**config.mk**
```make
export PLATFORM = sky130hd
export DESIGN_NAME = maxpool_engine_flat
export DESIGN_NICKNAME = d
export VERILOG_FILES = /design/src/rtl/maxpool_engine_if.sv /design/src/rtl/maxpool_engine.sv /design/src/flat_wrapper.sv
export SDC_FILE = /design/constraint.sdc
export NUM_CORES = 1
export LEC_CHECK = 0
export ABC_AREA = 1
export BUFFER_PORTS_ARGS = -buffer_cell sky130_fd_sc_hd__clkbuf_2
export CORE_MARGIN = 3
export CORE_UTILIZATION = 40
export CTS_CLUSTER_SIZE = 8
export DETAILED_ROUTE_END_ITERATION = 12
export GPL_ROUTABILITY_DRIVEN = 1
export MAX_ROUTING_LAYER = met4
export PLACE_DENSITY = 0.64
export SYNTH_ARGS = -nofsm -noshare
export SYNTH_HDL_FRONTEND = slang
export SYNTH_SLANG_ARGS = --single-unit
```
**constraint.sdc**
```tcl
create_clock -name clk -period 5.8 [get_ports clk]
set_input_delay 0.58 -clock clk [delete_from_list [all_inputs] [get_ports clk]]
set_output_delay 0.58 -clock clk [all_outputs]
set_load 0.05 [all_outputs]
```
**src/rtl/maxpool_engine_if.sv**
```systemverilog
// Bundles the pooling engine's controller handshake and RAM read/write ports; the
// mode signal exists only when POOL_AVG_EN is defined. master = engine side.
interface maxpool_engine_if #(
  parameter int DATA_W = 32,
  parameter int ADDR_W = 6
);
  logic              start;
`ifdef POOL_AVG_EN
  logic              mode;
`endif
  logic              rd_en;
  logic [ADDR_W-1:0] rd_addr;
  logic [DATA_W-1:0] rd_data;
  logic              wr_en;
  logic [ADDR_W-1:0] wr_addr;
  logic [DATA_W-1:0] wr_data;
  logic              busy;
  logic              done;

`ifdef POOL_AVG_EN
  modport master (
    input  start, mode, rd_data,
    output rd_en, rd_addr, wr_en, wr_addr, wr_data, busy, done
  );
  modport slave (
    output start, mode, rd_data,
    input  rd_en, rd_addr, wr_en, wr_addr, wr_data, busy, done
  );
`else
  modport master (
    input  start, rd_data,
    output rd_en, rd_addr, wr_en, wr_addr, wr_data, busy, done
  );
  modport slave (
    output start, rd_data,
    input  rd_en, rd_addr, wr_en, wr_addr, wr_data, busy, done
  );
`endif
endinterface

```
**src/rtl/maxpool_engine.sv**
```systemverilog
// 2x2 stride-2 pooling over a RAM-resident feature map; POOL_AVG_EN adds average mode.
// Latency: 6 cycles per output, done 1+6*OH*OW edges after start.
// No backpressure: RAM read data is assumed valid exactly one cycle after rd_en.
module maxpool_engine #(
  parameter int FMAP_W = 6,
  parameter int FMAP_H = 6,
  parameter int DATA_W = 32,
  parameter int ADDR_W = 6
) (
  input  logic              clk,
  input  logic              rst,
  maxpool_engine_if.master  bus
);

  localparam int OW = FMAP_W / 2;
  localparam int OH = FMAP_H / 2;
`ifdef POOL_AVG_EN
  localparam int ACC_W = DATA_W + 2;
`else
  localparam int ACC_W = DATA_W;
`endif

  typedef enum logic [2:0] {S_IDLE, S_RD, S_CAP, S_WR, S_DONE} state_t;

  state_t                   state;
  logic [1:0]               k;
  logic [ADDR_W-1:0]        orow;
  logic [ADDR_W-1:0]        ocol;
  logic signed [ACC_W-1:0]  acc;
`ifdef POOL_AVG_EN
  logic                     mode_q;
`endif

  logic signed [DATA_W-1:0] px;
  logic signed [ACC_W-1:0]  px_ext;
  logic signed [ACC_W-1:0]  fold;
  logic [DATA_W-1:0]        wr_val;
  logic                     last_col;
  logic                     last_win;
  logic [ADDR_W-1:0]        nxt_orow;
  logic [ADDR_W-1:0]        nxt_ocol;

  // Pixel address of read k (TL, TR, BL, BR) in window (r, c).
  function automatic logic [ADDR_W-1:0] win_addr(input logic [ADDR_W-1:0] r,
                                                 input logic [ADDR_W-1:0] c,
                                                 input logic [1:0]        kk);
    int a;
    a = (2 * int'(r) + int'(kk[1])) * FMAP_W + 2 * int'(c) + int'(kk[0]);
    return ADDR_W'(a);
  endfunction

  assign px     = $signed(bus.rd_data);
  assign px_ext = ACC_W'(px);

  always_comb begin
    fold = (px_ext > acc) ? px_ext : acc;
`ifdef POOL_AVG_EN
    if (mode_q) fold = acc + px_ext;
`endif
  end

  always_comb begin
    wr_val = DATA_W'(fold);
`ifdef POOL_AVG_EN
    if (mode_q) wr_val = DATA_W'(fold >>> 2);
`endif
  end

  assign last_col = (ocol == ADDR_W'(OW - 1));
  assign last_win = last_col && (orow == ADDR_W'(OH - 1));
  assign nxt_ocol = last_col ? '0 : ocol + ADDR_W'(1);
  assign nxt_orow = last_col ? orow + ADDR_W'(1) : orow;

  always_ff @(posedge clk) begin
    if (rst) begin
      state       <= S_IDLE;
      k           <= '0;
      orow        <= '0;
      ocol        <= '0;
      acc         <= '0;
      bus.rd_en   <= 1'b0;
      bus.rd_addr <= '0;
      bus.wr_en   <= 1'b0;
      bus.wr_addr <= '0;
      bus.wr_data <= '0;
      bus.busy    <= 1'b0;
      bus.done    <= 1'b0;
`ifdef POOL_AVG_EN
      mode_q      <= 1'b0;
`endif
    end else begin
      case (state)
        S_IDLE, S_DONE: begin
          if (bus.start) begin
            state       <= S_RD;
            k           <= '0;
            orow        <= '0;
            ocol        <= '0;
            bus.rd_en   <= 1'b1;
            bus.rd_addr <= win_addr('0, '0, 2'd0);
            bus.busy    <= 1'b1;
            bus.done    <= 1'b0;
`ifdef POOL_AVG_EN
            mode_q      <= bus.mode;
`endif
          end
        end
        S_RD: begin
          // rd_data in this cycle belongs to read k-1
          if (k == 2'd1)      acc <= px_ext;
          else if (k != 2'd0) acc <= fold;
          if (k == 2'd3) begin
            state     <= S_CAP;
            bus.rd_en <= 1'b0;
          end else begin
            k           <= k + 2'd1;
            bus.rd_addr <= win_addr(orow, ocol, k + 2'd1);
          end
        end
        S_CAP: begin
          // BR pixel folds straight into the registered write value
          state       <= S_WR;
          bus.wr_en   <= 1'b1;
          bus.wr_data <= wr_val;
          bus.wr_addr <= ADDR_W'(int'(orow) * OW + int'(ocol));
        end
        S_WR: begin
          bus.wr_en <= 1'b0;
          if (last_win) begin
            state    <= S_DONE;
            bus.busy <= 1'b0;
            bus.done <= 1'b1;
          end else begin
            state       <= S_RD;
            k           <= '0;
            orow        <= nxt_orow;
            ocol        <= nxt_ocol;
            bus.rd_en   <= 1'b1;
            bus.rd_addr <= win_addr(nxt_orow, nxt_ocol, 2'd0);
          end
        end
        default: state <= S_IDLE;
      endcase
    end
  end

endmodule
```
**src/flat_wrapper.sv**
```systemverilog
// flat-port wrapper written by rule: the top's interface ports become plain ports
module maxpool_engine_flat 
#(
  parameter int FMAP_W = 6,
  parameter int FMAP_H = 6,
  parameter int DATA_W = 32,
  parameter int ADDR_W = 6
)
  (clk, rst, bus_start, bus_rd_data, bus_rd_en, bus_rd_addr, bus_wr_en, bus_wr_addr, bus_wr_data, bus_busy, bus_done);
  maxpool_engine_if #(.DATA_W(DATA_W), .ADDR_W(ADDR_W)) bus_i ();
  input  logic clk;
  input  logic rst;
  input wire logic [$bits(bus_i.start)-1:0] bus_start;
  input wire logic [$bits(bus_i.rd_data)-1:0] bus_rd_data;
  output wire logic [$bits(bus_i.rd_en)-1:0] bus_rd_en;
  output wire logic [$bits(bus_i.rd_addr)-1:0] bus_rd_addr;
  output wire logic [$bits(bus_i.wr_en)-1:0] bus_wr_en;
  output wire logic [$bits(bus_i.wr_addr)-1:0] bus_wr_addr;
  output wire logic [$bits(bus_i.wr_data)-1:0] bus_wr_data;
  output wire logic [$bits(bus_i.busy)-1:0] bus_busy;
  output wire logic [$bits(bus_i.done)-1:0] bus_done;
  assign bus_i.start = bus_start;
  assign bus_i.rd_data = bus_rd_data;
  assign bus_rd_en = bus_i.rd_en;
  assign bus_rd_addr = bus_i.rd_addr;
  assign bus_wr_en = bus_i.wr_en;
  assign bus_wr_addr = bus_i.wr_addr;
  assign bus_wr_data = bus_i.wr_data;
  assign bus_busy = bus_i.busy;
  assign bus_done = bus_i.done;
  maxpool_engine #(.FMAP_W(FMAP_W), .FMAP_H(FMAP_H), .DATA_W(DATA_W), .ADDR_W(ADDR_W)) u_core (.clk(clk), .rst(rst), .bus(bus_i));
endmodule
```
==> metrics.log, run 1 <==
INFO  metric power.switching = 1.15 mW
INFO  metric clock_power_share = 22.7%
INFO  metric fmax = 313 MHz
INFO  metric cts_resized = 0
INFO  metric wl = 15700 um
INFO  metric async_flop_share = 0%
INFO  metric post_synth_xor_area_fraction = 3.05%
INFO  metric gr-usage-all-layers = 18.6%
INFO  metric synth_adder_area_share = 14.6%
INFO  metric fillCellCount = 1585
INFO  metric synth_ff_type = sky130_fd_sc_hd__dfxtp_1
INFO  metric crit_slowest_cell = sky130_fd_sc_hd__nand3_2
INFO  metric share_of_synthesized_cell_area_in_and_or_nand_and_nor_gates = 28.5%
INFO  metric cts_setup_buffers = 0
INFO  metric crit_path_cell_trace = inv_1 > ha_1 > nand2_1 > inv_2 > nand3_2 > nor2_2 > nand4_1 > nor2_2 > nand2_1 > nand3_2 > nand3_4 > nand2_1 > nand3_1 > nand2_1 > a21oi_1
INFO  metric grt_antenna_before_repair = 0
INFO  metric critPathRequiredTime = 6010 ps
INFO  metric maxSlewViolCount = 0
INFO  metric first_pass_iters = 5
INFO  metric drtIter0Drc = 427
INFO  metric diodes = 0
INFO  metric cp_slowest_stage_delay = 570 ps
INFO  metric routedWlPerCell = 13.4 um
INFO  metric tritoncts_clock_tree = yes
INFO  metric via_density_per_instance = 4.95
INFO  metric period_share = 55.0%
INFO  metric switching_share = 44.4%
INFO  metric tns = 0 ps
INFO  metric cts.htree.levels = 3
INFO  metric yosysSeqAreaShare = 30.9%
INFO  metric grt-ovfl-total = 0
INFO  metric largest_family_of_logic_cells_by_synthesized_area = simple AND/OR/NAND/NOR gates
INFO  metric regToRegSetupSlack = 2610 ps
INFO  metric grt_max_degree = 65
INFO  metric synthTopCellsByCount = sky130_fd_sc_hd__nand2_1 (190), sky130_fd_sc_hd__inv_1 (127), sky130_fd_sc_hd__nor2_1 (102), sky130_fd_sc_hd__dfxtp_1 (97), sky130_fd_sc_hd__nand3_1 (69)
INFO  metric grt.busiest_layer = met2
INFO  metric holdCritPathClass = reg -> reg
INFO  metric gp_congestion = 0.807
INFO  metric finish.net_count = 1057
INFO  metric synth_area = 6280 sq um
INFO  metric grt_pass1_vias = 5164
INFO  metric clk_path_buf_depth = 2
INFO  metric synthToLayoutAreaGrowth = 12.9%
INFO  metric internal_power = 1.43 mW
INFO  metric critical-path-top-delay-family = simple AND/OR/NAND/NOR gates
INFO  metric multi_input_comb_area = 3670 sq um
INFO  metric clkSinkCount = 97
INFO  metric pin_count = 83
INFO  metric worst_clock_skew = 6.15 ps
INFO  metric ys.warnings.count = 0
INFO  metric power.ir.vdd_worst = 0.228 mV
INFO  metric cp-start-kind = register
INFO  metric die-area = 17200 sq um
INFO  metric tightest_slew = 1070 ps
INFO  metric place.port_buffers = 82
INFO  metric cts_buffers = 9
INFO  metric clk-insertion-delay-late = 350 ps
INFO  metric drc = 0
INFO  metric die_width = 131 um
INFO  metric timing.final.crit_period = 3190 ps
INFO  metric register_bit_total_from_synthesis = 97
INFO  metric rsz0062_at_grt = false
INFO  metric syn_avg_cell_area = 6.98 sq um
INFO  metric combPwrFrac = 44.3%
INFO  metric synth.distinct_cells = 34
INFO  metric setup-violations-final = 0
INFO  metric arrival = 3400 ps
INFO  metric grt.met3_usage = 4.06%
INFO  metric grtUsageMet2 = 28.8%
INFO  metric timing.critical_path.to_type = register
INFO  metric cellLeakagePower = 3.45 nW
INFO  metric regArea = 1940 sq um
INFO  metric synth.mux.area_fraction = 0%
INFO  metric finalPower = 2.58 mW
INFO  metric cap_viol_max_count = 0
INFO  metric synth.top_cell.area_share = 30.9%
INFO  metric clkSlewWorstSetupHoldPaths = 70 ps
INFO  metric synthCells = 900
INFO  metric core-area = 15300 sq um
INFO  metric place.detailed.hpwl = 10500 um
INFO  metric netlist.top_cell.by_area = sky130_fd_sc_hd__dfxtp_1
INFO  metric yosysMostFrequentCell = sky130_fd_sc_hd__nand2_1
INFO  metric wire_length_of_the_first_global_routing_pass = 26000 um
INFO  metric synthesis.nets = 1003
INFO  metric cellPowerDensity = 364 nW/um^2
INFO  metric maxSlewHeadroom = 28.3%
INFO  metric crit_fanout = 33
INFO  metric cells_taking_the_most_area_after_synthesis = sky130_fd_sc_hd__dfxtp_1 (31%), sky130_fd_sc_hd__ha_1 (12%), sky130_fd_sc_hd__nand2_1 (11%)
INFO  metric synth_compound_gate_area_share = 12.2%
INFO  metric final_layout_size_suffix_gt1_share = 12.1%
INFO  metric route.antenna.remaining_nets = 0
INFO  metric timing.critical_path.mode_cell = sky130_fd_sc_hd__nand2_1
INFO  metric number_of_flops_mapped_to_enable_cells_by_yosys = 0
INFO  metric initial_utilization = 41.2%
INFO  metric run_status = complete, no violations
INFO  metric timing.critical_path.buf_inv = 2
INFO  metric timing.setup.critical_path_class = reg -> reg
INFO  metric hold_viol_final = 0
INFO  metric seq_power_share = 33.0%
INFO  metric cts_root_buf = sky130_fd_sc_hd__clkbuf_16
INFO  metric grtUsageMet1 = 25.0%
INFO  metric cts_hold_repair.buffers = 0
INFO  metric die-height = 131 um
INFO  metric fp-row-count = 45
INFO  metric num_vias = 5785
## cell type report
cell class | count | area share, %
clock inverters | 2 | 0.176
flip-flops and latches | 97 | 27.4
inverters | 130 | 6.88
repair buffers | 87 | 6.32
multi-input cells | 629 | 51.7
well taps | 211 | 3.72
clock buffers | 13 | 3.81
## registers in the layout, summed over array words and instances, names as in the netlist
signal              cells
u_core.acc             32
u_core.bus.busy         1
u_core.bus.done         1
u_core.bus.rd_addr      6
u_core.bus.rd_en        1
u_core.bus.wr_addr      6
u_core.bus.wr_data     32
u_core.bus.wr_en        1
u_core.k                2
u_core.ocol             6
u_core.orow             6
u_core.state            3
## per-stage QoR
stage          area [sq um]  setup WS, ps  utilization, %  std cells  hold WS, ps
4_1_cts                7090          2640            46.5       1169          460
3_3_place_gp           6810          2370            44.6       1154          442
5_1_grt                7090          2300            46.5       1169          487
2_1_floorplan          6280          3220               -        900          453
6_report               7090          2610            46.5       1169          453
3_5_place_dp           6810          2330            44.6       1154          443
## worst min-delay path, cell delays in order, from the launching register on
cell and delay, ps:
sky130_fd_sc_hd__dfxtp_1 310, sky130_fd_sc_hd__inv_1 50, sky130_fd_sc_hd__a21oi_1 50
## layer usage
metal  up-vias  routed length, um
li1       3039                  -
met1      2605               7640
met2       126               7110
met3        15                768
met4         0                167
met5         -                  0
## power by group through the flow
| stage | clock network, mW | registers (mW) | logic, mW |
|---|---|---|---|
| 4_1_cts | 0.603 | 0.852 | 1.15 |
| 3_3_place_gp | 0 | 0.866 | 1.14 |
| 3_5_place_dp | 0 | 0.867 | 1.14 |
| 5_1_grt | 0.626 | 0.866 | 1.28 |
| 6_report | 0.585 | 0.852 | 1.14 |
| 2_1_floorplan | 0 | 1.09 | 0.666 |
## cell usage in the layout, fill, tap and decap left out, types with 7 or more instances in the layout
cell | synthesis | routed
sky130_fd_sc_hd__clkbuf_2 | 0 | 82
sky130_fd_sc_hd__o211ai_1 | 32 | 32
sky130_fd_sc_hd__nand2_1 | 190 | 190
sky130_fd_sc_hd__fa_1 | 9 | 9
sky130_fd_sc_hd__a211oi_1 | 7 | 7
sky130_fd_sc_hd__nor2_1 | 102 | 102
sky130_fd_sc_hd__clkbuf_16 | 0 | 9
sky130_fd_sc_hd__nand4_1 | 36 | 36
sky130_fd_sc_hd__dfxtp_1 | 97 | 97
sky130_fd_sc_hd__nand3_1 | 69 | 69
sky130_fd_sc_hd__ha_1 | 59 | 59
sky130_fd_sc_hd__xor2_1 | 14 | 14
sky130_fd_sc_hd__o21ai_0 | 14 | 14
sky130_fd_sc_hd__inv_1 | 127 | 127
sky130_fd_sc_hd__a21oi_1 | 67 | 67
## final timing paths
check             startpoint               to  depth (start not counted)
max           u_core.acc[31]   u_core.acc[25]                         15
min          u_core.bus.done  u_core.bus.done                          2
max reg2reg   u_core.acc[31]   u_core.acc[25]                         15
min reg2reg  u_core.bus.done  u_core.bus.done                          2
## cells by family (layout without fill, tap and decap cells)
logic type / Yosys count / in the layout
adder cells (fa/ha/maj): 68 / 68
AND/OR/NAND/NOR: 411 / 411
AO/OA/AOI/OAI: 129 / 129
XOR/XNOR: 21 / 21
buffers and inverters: 174 / 232
flip-flops: 97 / 97
(Power assumes the default switching activity.)
==> run 2, diff against run 1 <==
==> constraint.sdc (replaced) <==
create_clock -name clk -period 3.2 [get_ports clk]
set_input_delay 0.32 -clock clk [delete_from_list [all_inputs] [get_ports clk]]
set_output_delay 0.32 -clock clk [all_outputs]
set_load 0.05 [all_outputs]
==> run 2 against run 1 <==
  * Fmax rose by 12%
  * Non-clock buffer count rose by 11
  * Sequential cell count did not move
  * Final cell count rose by 1.0%
  * Power rose by 92%
  * Global-route usage rose by 0.72 points
  * Clock-buffer cell count fell by 4
  * Critical endpoint is now u_core.bus.rd_addr[5]
  * Largest cell class unchanged
  * Highest routed layer unchanged
==> metrics.log, run 2 (synthesis gave the netlist of run 1 again) <==
INFO  metric run_status = complete, no violations
INFO  metric worst_setup_path_startpoint = u_core.orow[0]
INFO  metric initial_utilization = 41.2% (unchanged)
INFO  metric gp_congestion = 0.881 (+9.2%)
INFO  metric grt-ovfl-total = 0 (unchanged)
INFO  metric crit_path_cell_trace = inv_1 > ha_1 > o21ai_0 > ha_1 > inv_1 > fa_1 > inv_1 > ha_1 > a21oi_1 > nand3b_1 > nand3_1 > a21oi_1
INFO  metric clk_path_buf_depth = 2 (unchanged)
INFO  metric tns = 0 ps (unchanged)
INFO  metric crit_fanout = 7 (-79%)
INFO  metric diodes = 0 (unchanged)
INFO  metric final_cell_count_no_fill = 1181 (+1.0%)
INFO  metric wire_length_of_the_first_global_routing_pass = 27100 um (+4.4%)
INFO  metric worstSetupEndpoint = u_core.bus.rd_addr[5]
INFO  metric regArea = 1940 sq um (unchanged)
INFO  metric finalPower = 4.95 mW (+92%)
INFO  metric clk-insertion-delay-late = 360 ps (about the same)
INFO  metric crit_slowest_cell = sky130_fd_sc_hd__dfxtp_1
INFO  metric period_share = 89.1% (+34 points)
INFO  metric fmax = 351 MHz (+12%)
INFO  metric power.ir.vdd_worst = 0.501 mV (+120%)
INFO  metric maxSlewHeadroom = 33.2% (+4.8 points)
INFO  metric grt_antenna_before_repair = 0 (unchanged)
INFO  metric setup-violations-final = 0 (unchanged)
INFO  metric grt_max_degree = 54 (-17%)
INFO  metric core-area = 15300 sq um (unchanged)
INFO  metric placement.setup.worst_slack = 388 ps (-1940 ps)
INFO  metric drc = 0 (unchanged)
INFO  metric cap_viol_max_count = 0 (unchanged)
INFO  metric power.switching = 2.13 mW (+86%)
INFO  metric holdCritPathClass = in -> reg
INFO  metric cp_slowest_stage_delay = 500 ps (-70 ps)
INFO  metric switching_share = 43.1% (-1.4 points)
INFO  metric tightest_slew = 1000 ps (-70.9 ps)
INFO  metric tritoncts_clock_tree = yes
INFO  metric timing.final.crit_period = 2850 ps (-341 ps)
INFO  metric grt_pass1_vias = 5639 (+9.2%)
INFO  metric final_layout_size_suffix_gt1_share = 13.3% (+1.2 points)
INFO  metric seq_power_share = 31.2% (-1.8 points)
INFO  metric maxSlewViolCount = 0 (unchanged)
INFO  metric clkSinkCount = 97 (unchanged)
INFO  metric clock_power_share = 25.7% (+3.0 points)
INFO  metric dpl-instance-area = 6900 sq um (+1.4%)
INFO  metric rsz0062_at_grt = false
INFO  metric synthToLayoutAreaGrowth = 15.4%
INFO  metric layout.cell_area.non_filler = 7250 sq um (+2.2%)
INFO  metric cts_buffers = 9 (unchanged)
INFO  metric timing.critical_path.to_type = register
INFO  metric multi_input_comb_area = 3670 sq um (unchanged)
INFO  metric cp-start-kind = register
INFO  metric cts_resized = 0 (unchanged)
INFO  metric fin_util = 47.5% (+1.0 points)
INFO  metric reg2reg_to = u_core.bus.rd_addr[5]
INFO  metric dp_cells = 1165 (+0.95%)
INFO  metric top_regs = u_core.acc x32, u_core.bus.wr_data x32
INFO  metric cts.htree.levels = 3 (unchanged)
INFO  metric final_common_cell = sky130_fd_sc_hd__nand2_1
INFO  metric gr-usage-all-layers = 19.4% (+0.72 points)
INFO  metric timing.reg2reg.worst_path_depth = 12 (-3)
INFO  metric cts_hold_repair.buffers = 0 (unchanged)
INFO  metric route.antenna.remaining_nets = 0 (unchanged)
INFO  metric die_width = 131 um (unchanged)
INFO  metric regToRegSetupSlack = 350 ps (-2260 ps)
INFO  metric arrival = 3140 ps (-260 ps)
INFO  metric internal_power = 2.82 mW (+97%)
INFO  metric first_pass_iters = 7 (+2)
INFO  metric cellPowerDensity = 683 nW/um^2 (+88%)
INFO  metric r2r_start = u_core.orow[0]
INFO  metric layout_setup_ws = 349 ps (-2260 ps)
INFO  metric pin_count = 83 (unchanged)
INFO  metric wl = 16100 um (+2.5%)
INFO  metric via_density_per_instance = 4.98 (+0.58%)
INFO  metric die-height = 131 um (unchanged)
INFO  metric cellLeakagePower = 3.53 nW (+2.4%)
INFO  metric drtIter0Drc = 342 (-20%)
INFO  metric clkSlewWorstSetupHoldPaths = 70 ps (about the same)
INFO  metric cts_root_buf = sky130_fd_sc_hd__clkbuf_16
INFO  metric die-area = 17200 sq um (unchanged)
INFO  metric combPwrFrac = 43.1% (-1.2 points)
INFO  metric fillCellCount = 1571 (-0.88%)
INFO  metric num_vias = 5878 (+1.6%)
INFO  metric critPathRequiredTime = 3490 ps (-2520 ps)
INFO  metric mostFrequentLayoutCells = sky130_fd_sc_hd__nand2_1 (190), sky130_fd_sc_hd__inv_1 (127), sky130_fd_sc_hd__nor2_1 (102)
INFO  metric place.detailed.hpwl = 11100 um (+6.0%)
INFO  metric timing.setup.critical_path_class = reg -> reg
INFO  metric worst_hold_slack = 301 ps (-151 ps)
INFO  metric fp-row-count = 45 (unchanged)
INFO  metric routedWlPerCell = 13.6 um (+1.5%)
INFO  metric worst_clock_skew = 11.7 ps (+5.59 ps)
INFO  metric place.port_buffers = 82 (unchanged)
INFO  metric finish.net_count = 1068 (+1.0%)
INFO  metric hold_viol_final = 0 (unchanged)
INFO  metric cts_setup_buffers = 0 (unchanged)
[run 2: changes by cell type in the layout (fill, tap and decap cells not counted)]
cell	previous run	this run
sky130_fd_sc_hd__clkinv_4	0	1
sky130_fd_sc_hd__buf_12	0	1
sky130_fd_sc_hd__clkbuf_1	1	0
sky130_fd_sc_hd__clkbuf_8	3	0
sky130_fd_sc_hd__clkinvlp_4	1	2
sky130_fd_sc_hd__bufinv_16	0	3
sky130_fd_sc_hd__buf_4	5	15
[run 2: power by group through the flow]
stage / clock, mW / combinational [mW] / sequential (mW)
floorplan: 0 / 1.21 / 1.97
global placement: 0 / 2.13 / 1.57
detailed placement: 0 / 2.13 / 1.57
CTS: 1.30 / 2.14 / 1.55
global route: 1.33 / 2.39 / 1.57
finish: 1.27 / 2.13 / 1.55
[run 2: area by class of cell]
type	count	area share, %
Clock buffer	9	3.11
Timing Repair Buffer	98	7.49
Tap cell	211	3.64
Inverter	130	6.73
Clock inverter	7	1.64
Multi-Input combinational cell	629	50.6
Sequential cell	97	26.8
[run 2: how the worst min path moves through the flow]
stage	from	endpoint	slack [ps]	cells after the start
after global routing	bus_start	u_core.bus.busy	330	3
after floorplan	u_core.state[2]	u_core.state[2]	450	2
after detailed placement	u_core.bus.rd_addr[1]	u_core.bus.rd_addr[1]	460	2
after global placement	u_core.bus.done	u_core.bus.done	440	2
final	bus_start	u_core.bus.busy	300	3
after CTS	bus_start	u_core.bus.busy	290	3
[run 2: worst max-delay path, delay by kind of cell, from the launching register on]
family / cells / cell delay (ps)
buffers and inverters: 3 / 220
AO/OA/AOI/OAI: 3 / 570
flip-flops: 1 / 500
adder cells (fa/ha/maj): 4 / 1280
AND/OR/NAND/NOR: 2 / 200
[run 2: routing by layer]
layer,global-route usage (%),share of wire (%),routed length [um]
met1,25.1,48,7730
met2,30.6,46,7410
met3,4.02,4.6,739
met4,5.89,1.2,198
met5,-,0,0
==> run 3, diff against run 2 <==
--- a/config.mk
+++ b/config.mk
@@ -11,9 +11,10 @@
 export CORE_UTILIZATION = 40
 export CTS_CLUSTER_SIZE = 8
 export DETAILED_ROUTE_END_ITERATION = 12
-export GPL_ROUTABILITY_DRIVEN = 1
+export GPL_TIMING_DRIVEN = 0
 export MAX_ROUTING_LAYER = met4
 export PLACE_DENSITY = 0.64
+export REMOVE_ABC_BUFFERS = 1
 export SYNTH_ARGS = -nofsm -noshare
 export SYNTH_HDL_FRONTEND = slang
 export SYNTH_SLANG_ARGS = --single-unit
==> run 3 against run 2 <==
  * Fmax down 2.7%
  * Clock skew about the same
  * Clock power down 10%
  * Wire length up 0.18%
  * Clock-buffer cell count up 1
  * Final cell count down 0.93%
  * Die area unchanged
  * Critical path depth up 3
  * Non-clock buffer count down 14
  * Utilization down 0.37 points
  * Combinational power about the same
  * Sequential share of layout area up 0.24 points
==> metrics.log, run 3 (synthesis gave the netlist of run 1 again) <==
INFO  metric routedWlPerCell = 13.8 um (+1.1%)
INFO  metric fillCellCount = 1556 (-0.95%)
INFO  metric cellPowerDensity = 667 nW/um^2 (-2.3%)
INFO  metric clkSinkCount = 97 (unchanged)
INFO  metric die-area = 17200 sq um (unchanged)
INFO  metric period_share = 91.5% (+2.5 points)
INFO  metric maxSlewViolCount = 0 (unchanged)
INFO  metric grtUsageMet2 = 31.0% (+0.35 points)
INFO  metric first_pass_iters = 5 (-2)
INFO  metric clock_power_share = 23.7% (-2.0 points)
INFO  metric finish.net_count = 1057 (-1.0%)
INFO  metric num_vias = 5951 (+1.2%)
INFO  metric gr-usage-all-layers = 18.8% (-0.56 points)
INFO  metric crit_fanout = 17 (+10)
INFO  metric timing.final.crit_period = 2930 ps (+78.5 ps)
INFO  metric timing.critical_path.to_type = register
INFO  metric rsz0062_at_grt = false
INFO  metric final_common_cell = sky130_fd_sc_hd__nand2_1
INFO  metric holdCritPathClass = in -> reg
INFO  metric mostFrequentLayoutCells = sky130_fd_sc_hd__nand2_1 (190), sky130_fd_sc_hd__inv_1 (126), sky130_fd_sc_hd__nor2_1 (102)
INFO  metric pin_count = 83 (unchanged)
INFO  metric wl = 16100 um (+0.18%)
INFO  metric arrival = 3120 ps (-20 ps)
INFO  metric critPathRequiredTime = 3390 ps (-100 ps)
INFO  metric grt_pass1_vias = 5418 (-3.9%)
INFO  metric cts_buffers = 9 (unchanged)
INFO  metric timing.setup.critical_path_class = reg -> reg
INFO  metric synthToLayoutAreaGrowth = 14.5%
INFO  metric dpl-instance-area = 6770 sq um (-1.9%)
INFO  metric hold_viol_final = 0 (unchanged)
INFO  metric combPwrFrac = 44.0% (+0.9 points)
INFO  metric clk_path_buf_depth = 2 (unchanged)
INFO  metric internal_power = 2.67 mW (-5.3%)
INFO  metric finalPower = 4.80 mW (-3.0%)
INFO  metric grt.busiest_layer = met2
INFO  metric tritoncts_clock_tree = yes
INFO  metric wire_length_of_the_first_global_routing_pass = 26400 um (-2.8%)
INFO  metric layout.cell_area.non_filler = 7190 sq um (-0.78%)
INFO  metric cts_root_buf = sky130_fd_sc_hd__clkbuf_16
INFO  metric run_status = complete, no violations
INFO  metric core-area = 15300 sq um (unchanged)
INFO  metric gp_congestion = 0.846 (-4.0%)
INFO  metric place.detailed.hpwl = 10100 um (-9.5%)
INFO  metric cts_hold_repair.buffers = 0 (unchanged)
INFO  metric power.switching = 2.13 mW (about the same)
INFO  metric power.ir.vdd_worst = 0.463 mV (-7.5%)
INFO  metric grt.met3_usage = 3.37% (-0.65 points)
INFO  metric placement.setup.worst_slack = -443 ps (-831 ps)
INFO  metric clkSlewWorstSetupHoldPaths = 70 ps (about the same)
INFO  metric cellLeakagePower = 3.49 nW (-1.2%)
INFO  metric fp-row-count = 45 (unchanged)
INFO  metric seq_power_share = 32.2% (+1.0 points)
INFO  metric setup-violations-final = 0 (unchanged)
INFO  metric grt-ovfl-total = 0 (unchanged)
INFO  metric diodes = 0 (unchanged)
INFO  metric final_cell_count_no_fill = 1170 (-0.93%)
INFO  metric grtUsageMet1 = 23.9% (-1.2 points)
INFO  metric final_layout_size_suffix_gt1_share = 12.7% (-0.58 points)
INFO  metric tightest_slew = 1310 ps (+308 ps)
INFO  metric fmax = 341 MHz (-2.7%)
INFO  metric top_regs = u_core.acc x32, u_core.bus.wr_data x32
INFO  metric cp-start-kind = register
INFO  metric switching_share = 44.4% (+1.3 points)
INFO  metric die_width = 131 um (unchanged)
INFO  metric maxSlewHeadroom = 12.6% (-21 points)
INFO  metric drc = 0 (unchanged)
INFO  metric clk-insertion-delay-late = 350 ps (about the same)
INFO  metric dp_cells = 1149 (-1.4%)
INFO  metric worst_clock_skew = 11.4 ps (-0.332 ps)
INFO  metric cap_viol_max_count = 0 (unchanged)
INFO  metric route.antenna.remaining_nets = 0 (unchanged)
INFO  metric drtIter0Drc = 499 (+46%)
INFO  metric worst_hold_slack = 329 ps (+27.8 ps)
INFO  metric place.port_buffers = 82 (unchanged)
INFO  metric layout_setup_ws = 270 ps (-78.5 ps)
INFO  metric grt_max_degree = 74 (+37%)
INFO  metric cts.htree.levels = 3 (unchanged)
INFO  metric die-height = 131 um (unchanged)
INFO  metric via_density_per_instance = 5.09 (+2.2%)
INFO  metric initial_utilization = 41.2% (unchanged)
INFO  metric grt_antenna_before_repair = 0 (unchanged)
==> run 3: changes by cell type in the layout (fill, tap and decap cells not counted), moves of 2 or more <==
cell | previous run | this run
sky130_fd_sc_hd__clkinvlp_4 | 2 | 0
sky130_fd_sc_hd__nand3_4 | 1 | 3
sky130_fd_sc_hd__dfxtp_1 | 97 | 95
sky130_fd_sc_hd__dfxtp_2 | 0 | 2
sky130_fd_sc_hd__bufinv_16 | 3 | 1
sky130_fd_sc_hd__buf_4 | 15 | 0
==> run 3: worst paths after layout <==
kind	from	to	slack [ps]	cells after the start
min	bus_start	u_core.bus.busy	330	3
min reg2reg	u_core.bus.done	u_core.bus.done	460	2
max	u_core.acc[31]	u_core.acc[4]	270	15
max reg2reg	u_core.acc[31]	u_core.acc[4]	270	15
==> run 3: repair_timing <==
action                                  in CTS  in global routing
endpoints found under the setup margin      64                 65
pin swaps                                    0                  2
setup buffers                                0                  2
resized for setup                            2                  6
cloned                                       0                  3
==> run 3: per-stage QoR <==
stage	TNS (ps)	utilization, %
after detailed placement	-26030	44.4
final	0	47.1
after global placement	-29290	44.4
after floorplan	0	-
after global routing	0	47.1
after CTS	0	46.5
==> run 3: worst max-delay path, cell delays in order, from the launching register on <==
cell                      delay (ps)
sky130_fd_sc_hd__dfxtp_1         360
sky130_fd_sc_hd__inv_1            50
sky130_fd_sc_hd__ha_1            370
sky130_fd_sc_hd__nand2_1          90
sky130_fd_sc_hd__inv_2            60
sky130_fd_sc_hd__nand3_2          70
sky130_fd_sc_hd__nor2_2          110
sky130_fd_sc_hd__nand4_1         100
sky130_fd_sc_hd__nor2_2          270
sky130_fd_sc_hd__nand2_1         220
sky130_fd_sc_hd__nand3_4         340
sky130_fd_sc_hd__nand3_4         280
sky130_fd_sc_hd__nand2_1         170
sky130_fd_sc_hd__nand3_1          90
sky130_fd_sc_hd__nand2_1         110
sky130_fd_sc_hd__a21oi_1          60
==> run 3: layer usage <==
metal,part of all wire (%),vias to the layer above
li1,-,3062
met1,49,2740
met2,45,130
met3,3.8,19
met4,1.7,0
met5,0,-
==> run 3: area by class of cell <==
type	instances	area [sq um]	area share [%]
Clock buffer	10	239	3.32
Tap cell	211	264	3.67
Timing Repair Buffer	84	450	6.26
Sequential cell	97	1940	27.0
Inverter	130	488	6.79
Clock inverter	6	66.3	0.922
Multi-Input combinational cell	632	3740	52.0
==> run 3: power by group through the flow <==
| stage | logic (mW) | registers, mW | clock network (mW) |
|---|---|---|---|
| 2_1_floorplan | 1.14 | 1.97 | 0 |
| 3_3_place_gp | 2.05 | 1.57 | 0 |
| 3_5_place_dp | 2.07 | 1.57 | 0 |
| 4_1_cts | 2.08 | 1.55 | 1.16 |
| 5_1_grt | 2.37 | 1.58 | 1.21 |
| 6_report | 2.11 | 1.55 | 1.14 |
